File: src/rtl/timer_pkg.sv
// Shared types for the programmable down-counting timer.
package timer_pkg;

   typedef enum logic {IDLE, RUN} timer_state_t;

   typedef enum logic {ONE_SHOT, PERIODIC} timer_mode_t;

endpackage

File: src/rtl/tick_prescaler.sv
// Divides en pulses by PRESCALE; tick marks the last en pulse of each group.
module tick_prescaler #(
   parameter int unsigned PRESCALE = 4
) (
   input  logic clk,
   input  logic rst,
   input  logic clr,
   input  logic en,
   output logic tick
);

   localparam int unsigned PW = (PRESCALE > 1) ? $clog2(PRESCALE) : 1;
   localparam logic [PW-1:0] LAST = PW'(PRESCALE - 1);

   logic [PW-1:0] pre_cnt;

   assign tick = en && (pre_cnt == LAST);

   always_ff @(posedge clk) begin
      if (rst || clr) begin
         pre_cnt <= '0;
      end else if (en) begin
         pre_cnt <= (pre_cnt == LAST) ? '0 : pre_cnt + PW'(1);
      end
   end

endmodule

File: src/rtl/prog_timer.sv
// Programmable down-counting timer with one-shot / auto-reload modes.
// Define PROG_TIMER_PRESCALE_EN to divide en by PRESCALE before it ticks the counter.
module prog_timer
   import timer_pkg::*;
#(
   parameter int unsigned WIDTH    = 8,
   parameter int unsigned PRESCALE = 4
) (
   input  logic             clk,
   input  logic             rst,
   input  logic             en,
   input  logic             start,
   input  logic             stop,
   input  logic             periodic,
   input  logic [WIDTH-1:0] load_val,
   output logic [WIDTH-1:0] count,
   output logic             busy,
   output logic             expire
);

   if (WIDTH < 2 || PRESCALE < 1) begin : g_bad_param
      $error("prog_timer: WIDTH must be >= 2 and PRESCALE >= 1");
   end

   timer_state_t     state, state_nxt;
   logic [WIDTH-1:0] count_q, count_nxt;
   logic             expire_q, expire_nxt;
   logic             tick_c;
   timer_mode_t      mode_c;

`ifdef PROG_TIMER_PRESCALE_EN
   // Prescaler only advances while counting; a stop cycle discards its en pulse.
   tick_prescaler #(
      .PRESCALE (PRESCALE)
   ) u_prescaler (
      .clk  (clk),
      .rst  (rst),
      .clr  (start),
      .en   (en && (state == RUN) && !stop),
      .tick (tick_c)
   );
`else
   assign tick_c = en;
`endif

   assign mode_c = timer_mode_t'(periodic);

   always_ff @(posedge clk) begin
      if (rst) begin
         state    <= IDLE;
         count_q  <= '1;
         expire_q <= 1'b0;
      end else begin
         state    <= state_nxt;
         count_q  <= count_nxt;
         expire_q <= expire_nxt;
      end
   end

   // Next state: stop beats start in RUN, start beats stop in IDLE.
   always_comb begin
      state_nxt  = state;
      count_nxt  = count_q;
      expire_nxt = 1'b0;
      case (state)
         IDLE: begin
            if (start) begin
               count_nxt = load_val;
               state_nxt = RUN;
            end
         end
         RUN: begin
            if (stop) begin
               state_nxt = IDLE;
            end else if (start) begin
               count_nxt = load_val;
            end else if (tick_c) begin
               if (count_q != '0) begin
                  count_nxt = count_q - WIDTH'(1);
               end else begin
                  expire_nxt = 1'b1;
                  if (mode_c == PERIODIC) begin
                     count_nxt = load_val;
                  end else begin
                     state_nxt = IDLE;
                  end
               end
            end
         end
         default: state_nxt = IDLE;
      endcase
   end

   assign count  = count_q;
   assign busy   = (state == RUN);
   assign expire = expire_q;

endmodule

File: config.mk
export PLATFORM = sky130hd
export DESIGN_NAME = prog_timer
export DESIGN_NICKNAME = d
export VERILOG_FILES = /design/src/rtl/timer_pkg.sv /design/src/rtl/tick_prescaler.sv /design/src/rtl/prog_timer.sv
export SDC_FILE = /design/constraint.sdc
export NUM_CORES = 1
export LEC_CHECK = 0
export CAP_MARGIN = 15
export CORE_MARGIN = 3
export CORE_UTILIZATION = 41
export DETAILED_ROUTE_END_ITERATION = 10
export MAX_ROUTING_LAYER = met4
export PLACE_DENSITY_LB_ADDON = 0.25
export SETUP_SLACK_MARGIN = 0.3
export SKIP_LAST_GASP = 1
export SYNTH_ARGS = -nofsm -noshare
export SYNTH_HDL_FRONTEND = slang
export SYNTH_HIERARCHICAL = 1
export SYNTH_SLANG_ARGS = --single-unit
File: constraint.sdc
create_clock -name clk -period 2.1 [get_ports clk]
set_input_delay 0.42 -clock clk [delete_from_list [all_inputs] [get_ports clk]]
set_output_delay 0.42 -clock clk [all_outputs]
set_load 0.05 [all_outputs]
# Yosys cells after proc, flatten, opt, wreduce, memory -nomap -nowiden
# Index checks and enable logic that the tools add are counted.
dict set report op_classes {
  add_sub_neg 1
  eq_ne 4
  mux 15
  bitwise 2
  n_reduce_logical 3
}
# operator count
set op_table {}
lappend op_table {{$mux W8} 6}
lappend op_table {{$pmux W8 S2} 1}
lappend op_table {{$reduce_bool A8 Y1} 1}
lappend op_table {{$sub A8 B1 Y8 const B} 1}
lappend op_table {{$mux W1} 7}
lappend op_table {{$reduce_or A5 Y1} 1}
lappend op_table {{$ne A2 B2 Y1 const B} 2}
lappend op_table {{$ne A4 B3 Y1 const B} 1}
lappend op_table {{$reduce_and A4 Y1} 1}
lappend op_table {{$ne A3 B3 Y1 const B} 1}
lappend op_table {{$not A1 Y1} 2}
lappend op_table {{$pmux W1 S2} 1}
dict set report word_totals {
  register_bits 10
  inputBits 14
  output_inout_bits 10
  elab_cells 28
}

# Logic depth before layout (Yosys ltp)
dict set report logic_depth {
  word_depth 6
  mapped_depth 8
  mapped_depth_nobuf 7
}

# Worst setup path after synthesis
# No wires, ideal clock.
dict set report synth_path {
  kind {reg2reg}
  start {register count_q[0] (netlist: count[0])}
  end {register count_q[0] (netlist: count[0])}
  setup_ns 0.134
  arrival_time_ns 2.019
  required_ns 1.966
  path_slack_ns -0.053
  stages_incl_launch_ff 8
  path_buffers 0
  period_less_slack_ns 2.153
  path_cell_list {dfxtp_1 -> inv_1 -> ha_1 -> nand2b_1 -> nor3_2 -> a221o_2 -> a2111oi_0 -> a21oi_1}
}
dict set report synth_between {
  elab_chain_cells 6
  word_cells_on_any_way 9
  cone_classes {1 x add/sub; 1 x eq/ne; 5 x mux; 2 x reduce/logical}
}
# element line_no
set synth_lines {}
lappend synth_lines {{start: declaration} prog_timer.sv:26} ;# logic [WIDTH-1:0] count_q, count_nxt;
lappend synth_lines {{start signal: assignment} prog_timer.sv:55} ;# count_q <= count_nxt;
lappend synth_lines {{$sub A8 B1 Y8 / $reduce_bool A8 Y1 (equally long branches)} {prog_timer.sv:79, prog_timer.sv:78}}
lappend synth_lines {{$mux W8} prog_timer.sv:78} ;# if (count_q != '0) begin
lappend synth_lines {{$mux W8} prog_timer.sv:77} ;# end else if (tick_c) begin
lappend synth_lines {{$mux W8} prog_timer.sv:75} ;# end else if (start) begin
lappend synth_lines {{$mux W8} prog_timer.sv:73} ;# if (stop) begin
lappend synth_lines {{$pmux W8 S2} prog_timer.sv:65} ;# case (state)
# Parallel ways exist; a longest one is shown, timed or not. The select of a mux whose other input is x is not followed.
# A chain may end at the register's enable or synchronous reset.

# Final worst setup path
dict set report layout_path {
  start {register count_q[3] (netlist: count[3])}
  end {register count_q[1] (netlist: count[1])}
}
dict set report layout_between {
  elab_chain_cells 6
  word_cells_on_any_way 8
  cone_classes {1 x eq/ne; 5 x mux; 2 x reduce/logical}
}
# element line_no
set layout_lines {}
lappend layout_lines {{$reduce_bool A8 Y1 (*)} prog_timer.sv:78}
lappend layout_lines {{$mux W8} prog_timer.sv:78}
lappend layout_lines {{$mux W8} prog_timer.sv:77}
lappend layout_lines {{$mux W8} prog_timer.sv:75}
lappend layout_lines {{$mux W8} prog_timer.sv:73}
lappend layout_lines {{$pmux W8 S2} prog_timer.sv:65}
# Mark *: on every way between the ends. The rest lies on a longest branch, timed or not. The select of a mux whose other input is x is not followed.

==> out/results.ini <==
[run_status]
status = complete, no violations

[finish]
nets = 129
ff_latch_area_um2 = 219
area_growth_pct = 64.0
layout_commonest_cell = clkdlybuf4s50_1
fill_cells = 112
multi_input_comb_area_um2 = 468
final_cell_mix = clkdlybuf4s50_1, nand2_1, nor2_1, dlygate4sd2_1
drive_gt1_share_pct = 33.9
diodes = 0
final_area_um2 = 1020

[critical_path]
end_kind = flip-flop
rrSetupSlack_ns = 0.29
crit_chain = or4_4, o311a_4, nor2_2, a211oi_2, a211o_1
r2r_start = count[3]
worstPathMaxFanout = 8
max_stage_delay_ns = 0.59
startpoint = count[3]
r2r_end = count[1]
setup.worst_path.start_class = flip-flop
ff2ff_path_depth = 5
cp.arrival_ns = 1.98
crit_type = reg2reg
required_ns = 2.27
cp_slowest_cell = or4_4

[route]
wl_met2_um = 978
drtIter0Drc = 38
num_vias = 788
top_layer_used = met4
wl_per_cell_um = 16.1
wirelength_um = 2050
ant_nets = 0
dr.pass1.iters = 5
via_per_inst = 6.20
drc_errors = 0
wl_met3_um = 171
met1Wirelength_um = 843

[yosys]
synth_top_family_by_area = compound AO/OA/AOI/OAI gates
synth-adder-area-share_pct = 4.02
yosys.cell_types.count = 29
synth_area_um2 = 622
synthMuxAreaShare_pct = 0
synth.avg_cell_area_um2 = 7.87
yosys_register_bits = 10
ys_seq_area_share_pct = 32.2
yosys.area_share.xor_xnor_pct = 0
synth_compound_area_share_pct = 33.4
syn_inst = 79
synth-simple-area-share_pct = 25.6
ys_warn_count = 6
syn_nets = 95

[placement]
placed_cell_area_um2 = 897
io_buffers = 23
dp_slack_ns = 0.122
gp_congestion = 0.839
hpwl_um = 1310

[floorplan]
coreArea_um2 = 1370
die_x_um = 44.9
die_y_um = 44.9
start_util_pct = 45.5
die_area_um2 = 2020
pin_count = 24
row_count = 13

[global_routing]
grt_first_pass_wirelength_um = 3280
grt_pass1_vias = 728
grt_usage_pct = 23.0
grt_max_degree = 13
antenna_found_initial = 0
grt_overflow = 0

[clock_tree]
cts_tree = done
cts_root_buf = clkbuf_4
clock_sinks = 10
clockBufferDepth = 2
cts_made_buffers = 3
clkLatencyLatePin_ns = 0.28
h-tree-depth = 1
clkTransAtPathRegs_ns = 0.07
ctsHoldBuffers = 0

[sta]
fin_tns_setup_ns = 0
relSlewSlack_pct = 65.3
fin_ws_ns = 0.291
drv_slew = 0
fmax_mhz = 553
worst_pin_slew_ns = 0.519
fin_crit_ns = 1.81
fin_skew_ns = 0.00249
setup_viol = 0
fin_crit_sh_pct = 86.2
report.final.hold_viol_count = 0
rsz0062_at_grt = yes

[min_path]
hold_depth = 1
min-delay-start = count[1]
hold_class = reg2reg
min_to = count[1]

[run]
drv_cap = 0

[power]
irDropWorstVdd_v = 0.000445
p_leak_nw = 0.389
total_power_mw = 0.605
p_per_area_nw_per_um2 = 593

-- final cells by class --
cell class | instances | area share [%]
Clock buffer | 4 | 3.56
Inverter | 4 | 1.47
Multi-Input combinational cell | 64 | 45.9
Sequential cell | 10 | 21.5
Tap cell | 15 | 1.84
Timing Repair Buffer | 30 | 25.8
-- synth_stat cells --
| master | count | area share (%) |
|---|---|---|
| a211o_1 | 1 | 1.4 |
| a211oi_1 | 1 | 1.2 |
| dfxtp_1 | 10 | 32 |
| a2111oi_0 | 1 | 1.4 |
| nand3_1 | 3 | 2.4 |
| inv_1 | 4 | 2.4 |
| nand4_1 | 2 | 2.0 |
| nand2_1 | 9 | 5.4 |
| a22oi_2 | 1 | 2.0 |
| nor3_2 | 1 | 1.6 |
| o22ai_1 | 1 | 1.0 |
| nand2b_1 | 1 | 1.0 |
| a22oi_1 | 4 | 4.8 |
| buf_6 | 1 | 1.8 |
| a221oi_1 | 2 | 2.8 |
| or2_2 | 1 | 1.0 |
| a21oi_1 | 4 | 3.2 |
| nor4_1 | 2 | 2.0 |
| o21ai_0 | 10 | 8.0 |
| clkbuf_1 | 1 | 0.60 |
| ha_1 | 2 | 4.0 |
| o21ai_1 | 1 | 0.80 |
| a221o_2 | 1 | 1.8 |
| o311a_4 | 1 | 3.4 |
| o22a_1 | 1 | 1.4 |
| or4_4 | 1 | 1.8 |
| nor3_1 | 1 | 0.80 |
| nor4b_1 | 1 | 1.4 |
| nor2_1 | 10 | 6.0 |
-- repair_timing --
action / CTS / global route
resized for setup: 12 / 15
gates cloned: 1 / 0
buffers inserted: 4 / 2
setup endpoints to repair: 15 / 10
hold endpoints to repair: 0 / 0
pin swaps: 6 / 8
-- routing by layer --
metal,global-route usage (%),vias up
met2,33.1,45
met1,28.6,363
met4,8.77,0
li1,-,372
met3,9.16,8
met5,-,-
-- cells by family (layout without fill, tap and decap cells) --
kind of cell / count (synthesis) / in the layout
compound gates: 29 / 30
fa+ha+maj: 2 / 2
buf+inv: 6 / 38
flops: 10 / 10
simple gates: 32 / 32
-- sequential cells by signal (all words and copies together), names as in the netlist --
signal	count
busy	1
count	8
expire	1
-- per-stage QoR --
stage          hold WS, ns  util, %  std cells
3_5_place_dp         0.490     65.7        116
6_report             0.501     74.6        127
5_1_grt              0.525     74.6        127
3_3_place_gp         0.488     65.7        116
2_1_floorplan        0.496        -         79
4_1_cts              0.504     70.8        125
-- power by group --
part | switching, mW | total (mW) | internal, mW
combinational | 0.119 | 0.197 | 0.0776
sequential | 0.0230 | 0.229 | 0.206
clock | 0.0738 | 0.180 | 0.106
-- worst max-delay path by stage --
stage          endpoint  cells past startpoint
6_report       count[1]                      5
3_3_place_gp   count[0]                      6
5_1_grt        count[6]                      8
2_1_floorplan  count[4]                      5
3_5_place_dp   count[0]                      6
4_1_cts        count[1]                      5
-- critical path, delay by kind of cell, from the launching register on --
kind | cells | cell delay [ns]
AOI/OAI and AO/OA | 3 | 0.65
DFF | 1 | 0.34
and+or+nand+nor | 2 | 0.71
(Power assumes the default switching activity.)
